### config.mk
export PLATFORM = sky130hd
export DESIGN_NAME = pipe_ctrl_flat
export DESIGN_NICKNAME = d
export VERILOG_FILES = /design/src/rtl/pipe_ctrl_if.sv /design/src/rtl/pipe_ctrl.sv /design/src/flat_wrapper.sv
export SDC_FILE = /design/constraint.sdc
export NUM_CORES = 1
export LEC_CHECK = 0
export CORE_UTILIZATION = 39
export DETAILED_ROUTE_END_ITERATION = 10
export HOLD_SLACK_MARGIN = 0.08
export PLACE_DENSITY = 0.79
export SLEW_MARGIN = 5
export SYNTH_ARGS = -nofsm -noshare
export SYNTH_HDL_FRONTEND = slang
export SYNTH_SLANG_ARGS = --single-unit
### constraint.sdc
create_clock -name clk -period 1.7 [get_ports clk]
set_input_delay 0.34 -clock clk [delete_from_list [all_inputs] [get_ports clk]]
set_output_delay 0.34 -clock clk [all_outputs]
set_load 0.005 [all_outputs]
### src/rtl/pipe_ctrl_if.sv
// Pipeline control bundle: stall/flush requests from the datapath and the
// resulting per-stage hold, flush and redirect controls.
interface pipe_ctrl_if;
  logic        stallreq_id_i;
  logic        stallreq_ex_i;
  logic        flush_req_i;
  logic [31:0] flush_pc_i;
  logic [5:0]  stall_o;
  logic        flush_o;
  logic [31:0] new_pc_o;
  logic [7:0]  stall_cnt_o;
  logic        timeout_o;
  logic [1:0]  state_dbg;

  // Requests are level/pulse qualified per cycle; there is no valid/ready
  // handshake: the controller samples them every rising edge, and a flush
  // request arriving while a flush is already in progress is simply dropped.
  modport master (
    output stallreq_id_i, stallreq_ex_i, flush_req_i, flush_pc_i,
    input  stall_o, flush_o, new_pc_o, stall_cnt_o, timeout_o, state_dbg
  );
  modport slave (
    input  stallreq_id_i, stallreq_ex_i, flush_req_i, flush_pc_i,
    output stall_o, flush_o, new_pc_o, stall_cnt_o, timeout_o, state_dbg
  );
endinterface

### src/rtl/pipe_ctrl.sv
// Pipeline stall/flush controller with RUN/STALL/FLUSH/DRAIN sequencing.
// Define PIPE_CTRL_WATCHDOG_EN to compile in the stall watchdog.
module pipe_ctrl #(
  parameter logic [7:0]  WDOG_LIMIT  = 8'd64,
  parameter logic [31:0] WDOG_VECTOR = 32'h0000_0040
) (
  input  logic         clk,
  input  logic         rst,
  pipe_ctrl_if.slave   bus
);

  typedef enum logic [1:0] {RUN, STALL, FLUSH, DRAIN} state_t;

`ifdef PIPE_CTRL_WATCHDOG_EN
  localparam logic WDOG_EN = 1'b1;
`else
  localparam logic WDOG_EN = 1'b0;
`endif

  state_t      state;
  logic [31:0] target_q;
  logic [7:0]  cnt_q;
  logic        timeout_q;
  logic        active;
  logic        any_req;
  logic        wdog_fire;
  logic [5:0]  stall_vec;

  always_comb begin
    active    = (state == RUN) || (state == STALL);
    any_req   = bus.stallreq_id_i || bus.stallreq_ex_i;
    wdog_fire = WDOG_EN && (state == STALL) && (cnt_q == WDOG_LIMIT);
    stall_vec = 6'b000000;
    if (bus.stallreq_ex_i)
      stall_vec = 6'b001111;
    else if (bus.stallreq_id_i)
      stall_vec = 6'b000111;
  end

  // stall_o is combinational on the requests; rst gates it so reset clears it at once.
  always_comb begin
    bus.stall_o = 6'b000000;
    if (active && !bus.flush_req_i && !rst)
      bus.stall_o = stall_vec;
  end

  assign bus.flush_o     = (state == FLUSH);
  assign bus.new_pc_o    = (state == FLUSH) ? target_q : 32'h0000_0000;
  assign bus.stall_cnt_o = cnt_q;
  assign bus.timeout_o   = timeout_q;
  assign bus.state_dbg   = state;

  always_ff @(posedge clk or posedge rst) begin
    if (rst) begin
      state     <= RUN;
      target_q  <= 32'h0000_0000;
      cnt_q     <= 8'h00;
      timeout_q <= 1'b0;
    end else begin
      timeout_q <= 1'b0;
      case (state)
        RUN, STALL: begin
          if (bus.flush_req_i) begin
            // An explicit redirect wins over the watchdog target, but the timeout still reports.
            state     <= FLUSH;
            target_q  <= bus.flush_pc_i;
            timeout_q <= wdog_fire;
            cnt_q     <= 8'h00;
          end else if (wdog_fire) begin
            state     <= FLUSH;
            target_q  <= WDOG_VECTOR;
            timeout_q <= 1'b1;
            cnt_q     <= 8'h00;
          end else if (any_req) begin
            state <= STALL;
            if (cnt_q != 8'hFF)
              cnt_q <= cnt_q + 8'd1;
          end else begin
            state <= RUN;
            cnt_q <= 8'h00;
          end
        end
        FLUSH: begin
          state <= DRAIN;
          cnt_q <= 8'h00;
        end
        default: begin
          state <= RUN;
          cnt_q <= 8'h00;
        end
      endcase
    end
  end

endmodule
### src/flat_wrapper.sv
// flat-port wrapper written by rule: the top's interface ports become plain ports
module pipe_ctrl_flat 
#(
  parameter logic [7:0]  WDOG_LIMIT  = 8'd64,
  parameter logic [31:0] WDOG_VECTOR = 32'h0000_0040
)
  (clk, rst, bus_stallreq_id_i, bus_stallreq_ex_i, bus_flush_req_i, bus_flush_pc_i, bus_stall_o, bus_flush_o, bus_new_pc_o, bus_stall_cnt_o, bus_timeout_o, bus_state_dbg);
  pipe_ctrl_if bus_i ();
  input  logic clk;
  input  logic rst;
  input wire logic [$bits(bus_i.stallreq_id_i)-1:0] bus_stallreq_id_i;
  input wire logic [$bits(bus_i.stallreq_ex_i)-1:0] bus_stallreq_ex_i;
  input wire logic [$bits(bus_i.flush_req_i)-1:0] bus_flush_req_i;
  input wire logic [$bits(bus_i.flush_pc_i)-1:0] bus_flush_pc_i;
  output wire logic [$bits(bus_i.stall_o)-1:0] bus_stall_o;
  output wire logic [$bits(bus_i.flush_o)-1:0] bus_flush_o;
  output wire logic [$bits(bus_i.new_pc_o)-1:0] bus_new_pc_o;
  output wire logic [$bits(bus_i.stall_cnt_o)-1:0] bus_stall_cnt_o;
  output wire logic [$bits(bus_i.timeout_o)-1:0] bus_timeout_o;
  output wire logic [$bits(bus_i.state_dbg)-1:0] bus_state_dbg;
  assign bus_i.stallreq_id_i = bus_stallreq_id_i;
  assign bus_i.stallreq_ex_i = bus_stallreq_ex_i;
  assign bus_i.flush_req_i = bus_flush_req_i;
  assign bus_i.flush_pc_i = bus_flush_pc_i;
  assign bus_stall_o = bus_i.stall_o;
  assign bus_flush_o = bus_i.flush_o;
  assign bus_new_pc_o = bus_i.new_pc_o;
  assign bus_stall_cnt_o = bus_i.stall_cnt_o;
  assign bus_timeout_o = bus_i.timeout_o;
  assign bus_state_dbg = bus_i.state_dbg;
  pipe_ctrl #(.WDOG_LIMIT(WDOG_LIMIT), .WDOG_VECTOR(WDOG_VECTOR)) u_core (.clk(clk), .rst(rst), .bus(bus_i));
endmodule
**Word-level counts from Yosys, hierarchy flattened**

Index checks and enable logic that the tools add are counted.

- RAM bits: 0
- Logic and storage cells: 28
- Memories: 0
- Bits in read-only memories: 0
- Output and inout port bits: 50
- Latch bits: 0
- Bits of input ports: 37
- Register bits: 42

- $mul: 0
- Muxes and demuxes: 11
- Reduce and logical (&&, ||, !) cells: 9
- Equal/unequal tests: 4
- Order comparisons: 0
- Shift operators: 0
- Divide/modulo/power cells: 0
- Add/subtract/negate cells: 1
- Bitwise logic cells: 0

Operator list:

| cell | count |
|---|---|
| $mux W32 | 1 |
| $mux W8 | 4 |
| $add A8 B1 Y8 const B | 1 |
| $mux W4 | 2 |
| $ne A8 B8 Y1 const B | 1 |
| $ne A4 B4 Y1 const B | 1 |
| $pmux W2 S2 | 1 |
| $mux W3 | 1 |
| $eq A2 B1 Y1 const B | 1 |
| $eq A2 B2 Y1 const B | 1 |
| $logic_and A1 B1 Y1 | 2 |
| $logic_not A1 Y1 | 2 |
| $logic_not A2 Y1 | 1 |
| $logic_or A1 B1 Y1 | 2 |
| $mux W2 | 1 |
| $reduce_and A2 Y1 | 1 |
| $reduce_or A2 Y1 | 1 |
| $mux W1 | 1 |

**Depth between registers and ports, before layout**

Gate-level depths: netlist (run 1).

- Depth after elaboration: 5
- Depth in mapped cells: 5

**Least setup slack after synthesis (run 1)**

No wires, ideal clock.

- Kind: input to output
- From: in rst
- To: out bus_stall_o[3]
- Cell stages on the path: 2
- Arrival time: 1,531 ps
- Slack: -171 ps
- Cell sequence: inv_1 -> and3_1

- Word-level cells in the longest chain between the ends: 3

Ends and longest elaborated chain:

| what | RTL line | RTL |
|---|---|---|
| start, declared | flat_wrapper.sv:10 | `input logic rst;` |
| $logic_not A1 Y1 | pipe_ctrl.sv:43 | `if (active && !bus.flush_req_i && !rst)` |
| $logic_and A1 B1 Y1 | pipe_ctrl.sv:43 |  |
| $mux W4 | pipe_ctrl.sv:43 |  |
| end, declared | flat_wrapper.sv:15 | `output wire logic [$bits(bus_i.stall_o)-1:0] bus_stall_o;` |

Every way passes these cells.

**Worst setup path in the final report (run 1)**

- From: reg u_core.state[1] (netlist: u_core.bus.state_dbg[1])
- To: out bus_new_pc_o[30]

- Word-level cells in the longest chain between the ends: 2

Ends and longest elaborated chain:

| what | RTL line | RTL |
|---|---|---|
| start, declared | pipe_ctrl.sv:20 | `state_t state;` |
| start signal, assigned | pipe_ctrl.sv:55 | `state <= RUN;` |
| start signal, assigned | pipe_ctrl.sv:65 | `state <= FLUSH;` |
| start signal, assigned | pipe_ctrl.sv:70 | `state <= FLUSH;` |
| $eq A2 B2 Y1 | pipe_ctrl.sv:48 | `assign bus.new_pc_o = (state == FLUSH) ? target_q : 32'h0000_0000;` |
| $mux W32 | pipe_ctrl.sv:48 |  |
| end, declared | flat_wrapper.sv:17 | `output wire logic [$bits(bus_i.new_pc_o)-1:0] bus_new_pc_o;` |

Every way passes these cells.

==> run metrics, run 1 <==
status=finished, violations left; violated checks=setup timing; worst endpoint required time=1360 ps; clk_skew=approximately 3 ps; total power=~4.6 mW; Fmax=582 MHz; yosys warns=0; Synth area leader=dfrtp_1; final wirelength=4.57 mm; Static Leak=1.47 nW; antenna violation net count after detailed routing=0; Power Internal=3.27 mW; vias per cell=4.70; clock period minus worst slack=1720 ps; Netlist cell types=32; CP Data Arrival Time=between 1000 and 1500 ps; CP Launch Point=u_core.bus.state_dbg[1]; max cap viols=0; pwr dens=1480 mW/mm^2; Worst R2R Path Depth=4; Crit Path Class=reg2out; Hold Vio Cnt, Final=0; Hold Path Class=in2async; Slew @ Worst Pin=519 ps; final non-filler cell total=327; Seq/Total Area, Yosys=50.1%; Worst setup EP type=primary output; die area=0.00568 sq mm; vias post-DR=1536; largest net degree at the start of global routing=43; clock slew at reported path FFs=roughly 70 ps; Synth top area share=50.1%; Sw Pwr=1.32 mW; FF-to-FF End=u_core.target_q[13]; VDD IR max=just over 600 uV; Final Worst Setup Slack=-18.0 ps; Chip Height=75.4 um; Net Sw Frac=28.7%; GP Congestion=0.735; CTS Hold Bufs=0; DRC viols=0; grt ovf=0; slowest stage delay, CP=~450 ps; I/O pin count=87; Cells after DPL=about 310; type of origin of the critical path=flop; first drt pass iteration count=4; final setup fails=6; H-tree depth=2; FF-to-FF setup slack=260 ps; Cell Area, Synth=0.00210 sq mm; # diodes=0; Synth-to-Final Area Change=48.0%; Sequential Power Share=a little over a third; vias in the first global route=1479; RSZ-0062 raised after global routing=true; DP HPWL=3.19 mm; crit-path cells=nand2b_4 > inv_6 > buf_6 > buf_12 > and2_1 > buf_2; Setup TNS=-46.1 ps; Rows=26; initial antenna violation count=0; Slew Limit Fails=0; root buffer selected by CTS=clkbuf_8; Slew HR=65.4%; Tot GR Track Use=17.5%; Total Nets Final=294; layout cell share with drive strength beyond 1=between 40% and 50%; # clock sinks=42; Worst Setup EP=bus_new_pc_o[30]; #FFs+latches synth=42; crit path max fanout=8; Slowest cell on crit path=dfrtp_2; worst r2r src=u_core.bus.state_dbg[1]; # port buffers=83; CTS tree=built; Worst-Skew Late Latency=280 ps; die width=between 70 and 80 um; Iteration-0 DRC Markers=40; CORE AREA=between 0.005 and 0.006 sq mm; pre-CTS setup slack=-355 ps; largest cells by area after synthesis=dfrtp_1 50%, mux2_4 21%, and2_1 9.8%, buf_6 2.7%, buf_4 1.8%; Synth Area per Inst=approximately 13 sq um; Clock Path Buffers=2; Routed WL per cell=14.0 um; cts bufs inserted=5; Comb pwr share=approximately half; Starting Density=between 40% and 50%; final hold slack=386 ps; Syn Inst Count=162; final worst-path cycle share=101%; first-pass GRT wire length=7.23 mm; Clock Power Share=13.8%
==> power by group through the flow <==
stage | combinational (mW) | clock (mW) | sequential [mW]
after floorplan | 1.22 | 0 | 1.59
after global placement | 2.26 | 0 | 1.63
after detailed placement | 2.30 | 0 | 1.65
after CTS | 2.32 | 0.662 | 1.65
after global routing | 2.48 | 0.712 | 1.70
final | 2.30 | 0.636 | 1.66
==> layer usage <==
layer	share of wire, %	track usage, %	vias to the layer above	wire, um
met1	45	22.9	746	2040
met5	0	0	-	0
met3	6.4	5.16	5	293
met4	1.1	4.94	0	48
li1	-	-	730	-
met2	48	28.3	55	2190
==> sequential cells by signal, indices dropped and copies added (netlist names) <==
register                cells
u_core.bus.stall_cnt_o      8
u_core.bus.state_dbg        2
u_core.target_q            32
==> per-stage QoR <==
step	cell area [sq um]	util (%)
final	3110	60.4
after global routing	3110	60.4
after CTS	3120	60.7
after detailed placement	3040	59.2
after global placement	3040	59.2
after floorplan	2110	-
==> timing repair <==
| item | CTS | global route |
|---|---|---|
| gates resized for setup | 138 | 26 |
| endpoints found under the setup margin | 37 | 37 |
| setup buffers | 4 | 2 |
| pin swaps | 0 | 6 |
| cloned | 1 | 0 |
==> synth_stat cells (all sizes together) <==
| cell type | count |
|---|---|
| dfrtp | 42 |
| and2 | 33 |
| mux2 | 32 |
| buf | 11 |
| nor3 | 6 |
| a21oi | 4 |
| nor2 | 4 |
| and3 | 3 |
| nand2 | 3 |
| nand3 | 3 |
| a31oi | 2 |
| and4 | 2 |
| clkbuf | 2 |
| inv | 2 |
| nand2b | 2 |
| o21ai | 2 |
| a211oi | 1 |
| a21boi | 1 |
| a311oi | 1 |
| and4b | 1 |
| and4bb | 1 |
| conb | 1 |
| ha | 1 |
| nand4 | 1 |
| nor2b | 1 |
==> layout by cell type (no fill, tap or decap), drive strengths merged <==
cell type and instances:
nor2b 1, and4b 1, nand2b 2, nand4 1
clkinvlp 1, clkdlybuf4s15 2, nor2 4, dlygate4sd2 3
a31oi 2, dfrtp 42, nand2 3, a21oi 4
and4 2, inv 1, mux2 32, clkbuf 15
and2 33, and3 3, ha 1, dlymetal6s2s 1
a211oi 1, nor3 6, conb 3, clkdlybuf4s50 43
and4bb 1, buf 41, o21ai 2, a311oi 1
a21boi 1, clkinv 1, nand3 3
==> worst min-delay path by stage <==
stage	endpoint	slack, ps
finish	u_core.bus.state_dbg[0]	390
global placement	u_core.target_q[27]	480
floorplan	u_core.bus.stall_cnt_o[0]	330
CTS	u_core.bus.stall_cnt_o[7]	410
global route	u_core.target_q[24]	460
detailed placement	u_core.target_q[18]	480
==> cells by family (layout without fill, tap and decap cells) <==
| logic type | Yosys count | count (layout) | synth area share (%) |
|---|---|---|---|
| other | 1 | 3 | 0.179 |
| AOI/OAI and AO/OA | 11 | 11 | 3.82 |
| buffers and inverters | 15 | 108 | 5.43 |
| adders and majority gates | 1 | 1 | 0.596 |
| and+or+nand+nor | 60 | 60 | 17.5 |
| DFF | 42 | 42 | 50.1 |
| muxes | 32 | 32 | 22.4 |
==> worst max-delay path, delay by kind of cell, from the launching register on <==
kind	cells	cell delay [ps]
simple gates	2	220
buf+inv	4	440
flops	1	450
==> layout make-up <==
type	instances	area, sq um
fillers	468	2030
inverters	2	16.3
clock buffers	7	86.3
flip-flops and latches	42	1050
repair buffers	98	873
well taps	70	87.6
multi-input cells	107	983
clock inverters	1	5.00
Power figures use the tool's default switching activity.
==> run 2, diff against run 1 <==
--- a/config.mk
+++ b/config.mk
@@ -6,6 +6,7 @@
 export NUM_CORES = 1
 export LEC_CHECK = 0
 export CORE_UTILIZATION = 39
+export CTS_CLUSTER_SIZE = 28
 export DETAILED_ROUTE_END_ITERATION = 10
 export HOLD_SLACK_MARGIN = 0.08
 export PLACE_DENSITY = 0.79
==> results of run 2 <==
No change in the layout: final DEF, timing and power equal those of run 1.
==> run 3, diff against run 2 <==
--- a/config.mk
+++ b/config.mk
@@ -10,7 +10,6 @@
 export DETAILED_ROUTE_END_ITERATION = 10
 export HOLD_SLACK_MARGIN = 0.08
 export PLACE_DENSITY = 0.79
-export SLEW_MARGIN = 5
 export SYNTH_ARGS = -nofsm -noshare
 export SYNTH_HDL_FRONTEND = slang
 export SYNTH_SLANG_ARGS = --single-unit
==> results of run 3 <==
No change in the layout: final DEF, timing and power equal those of run 1.
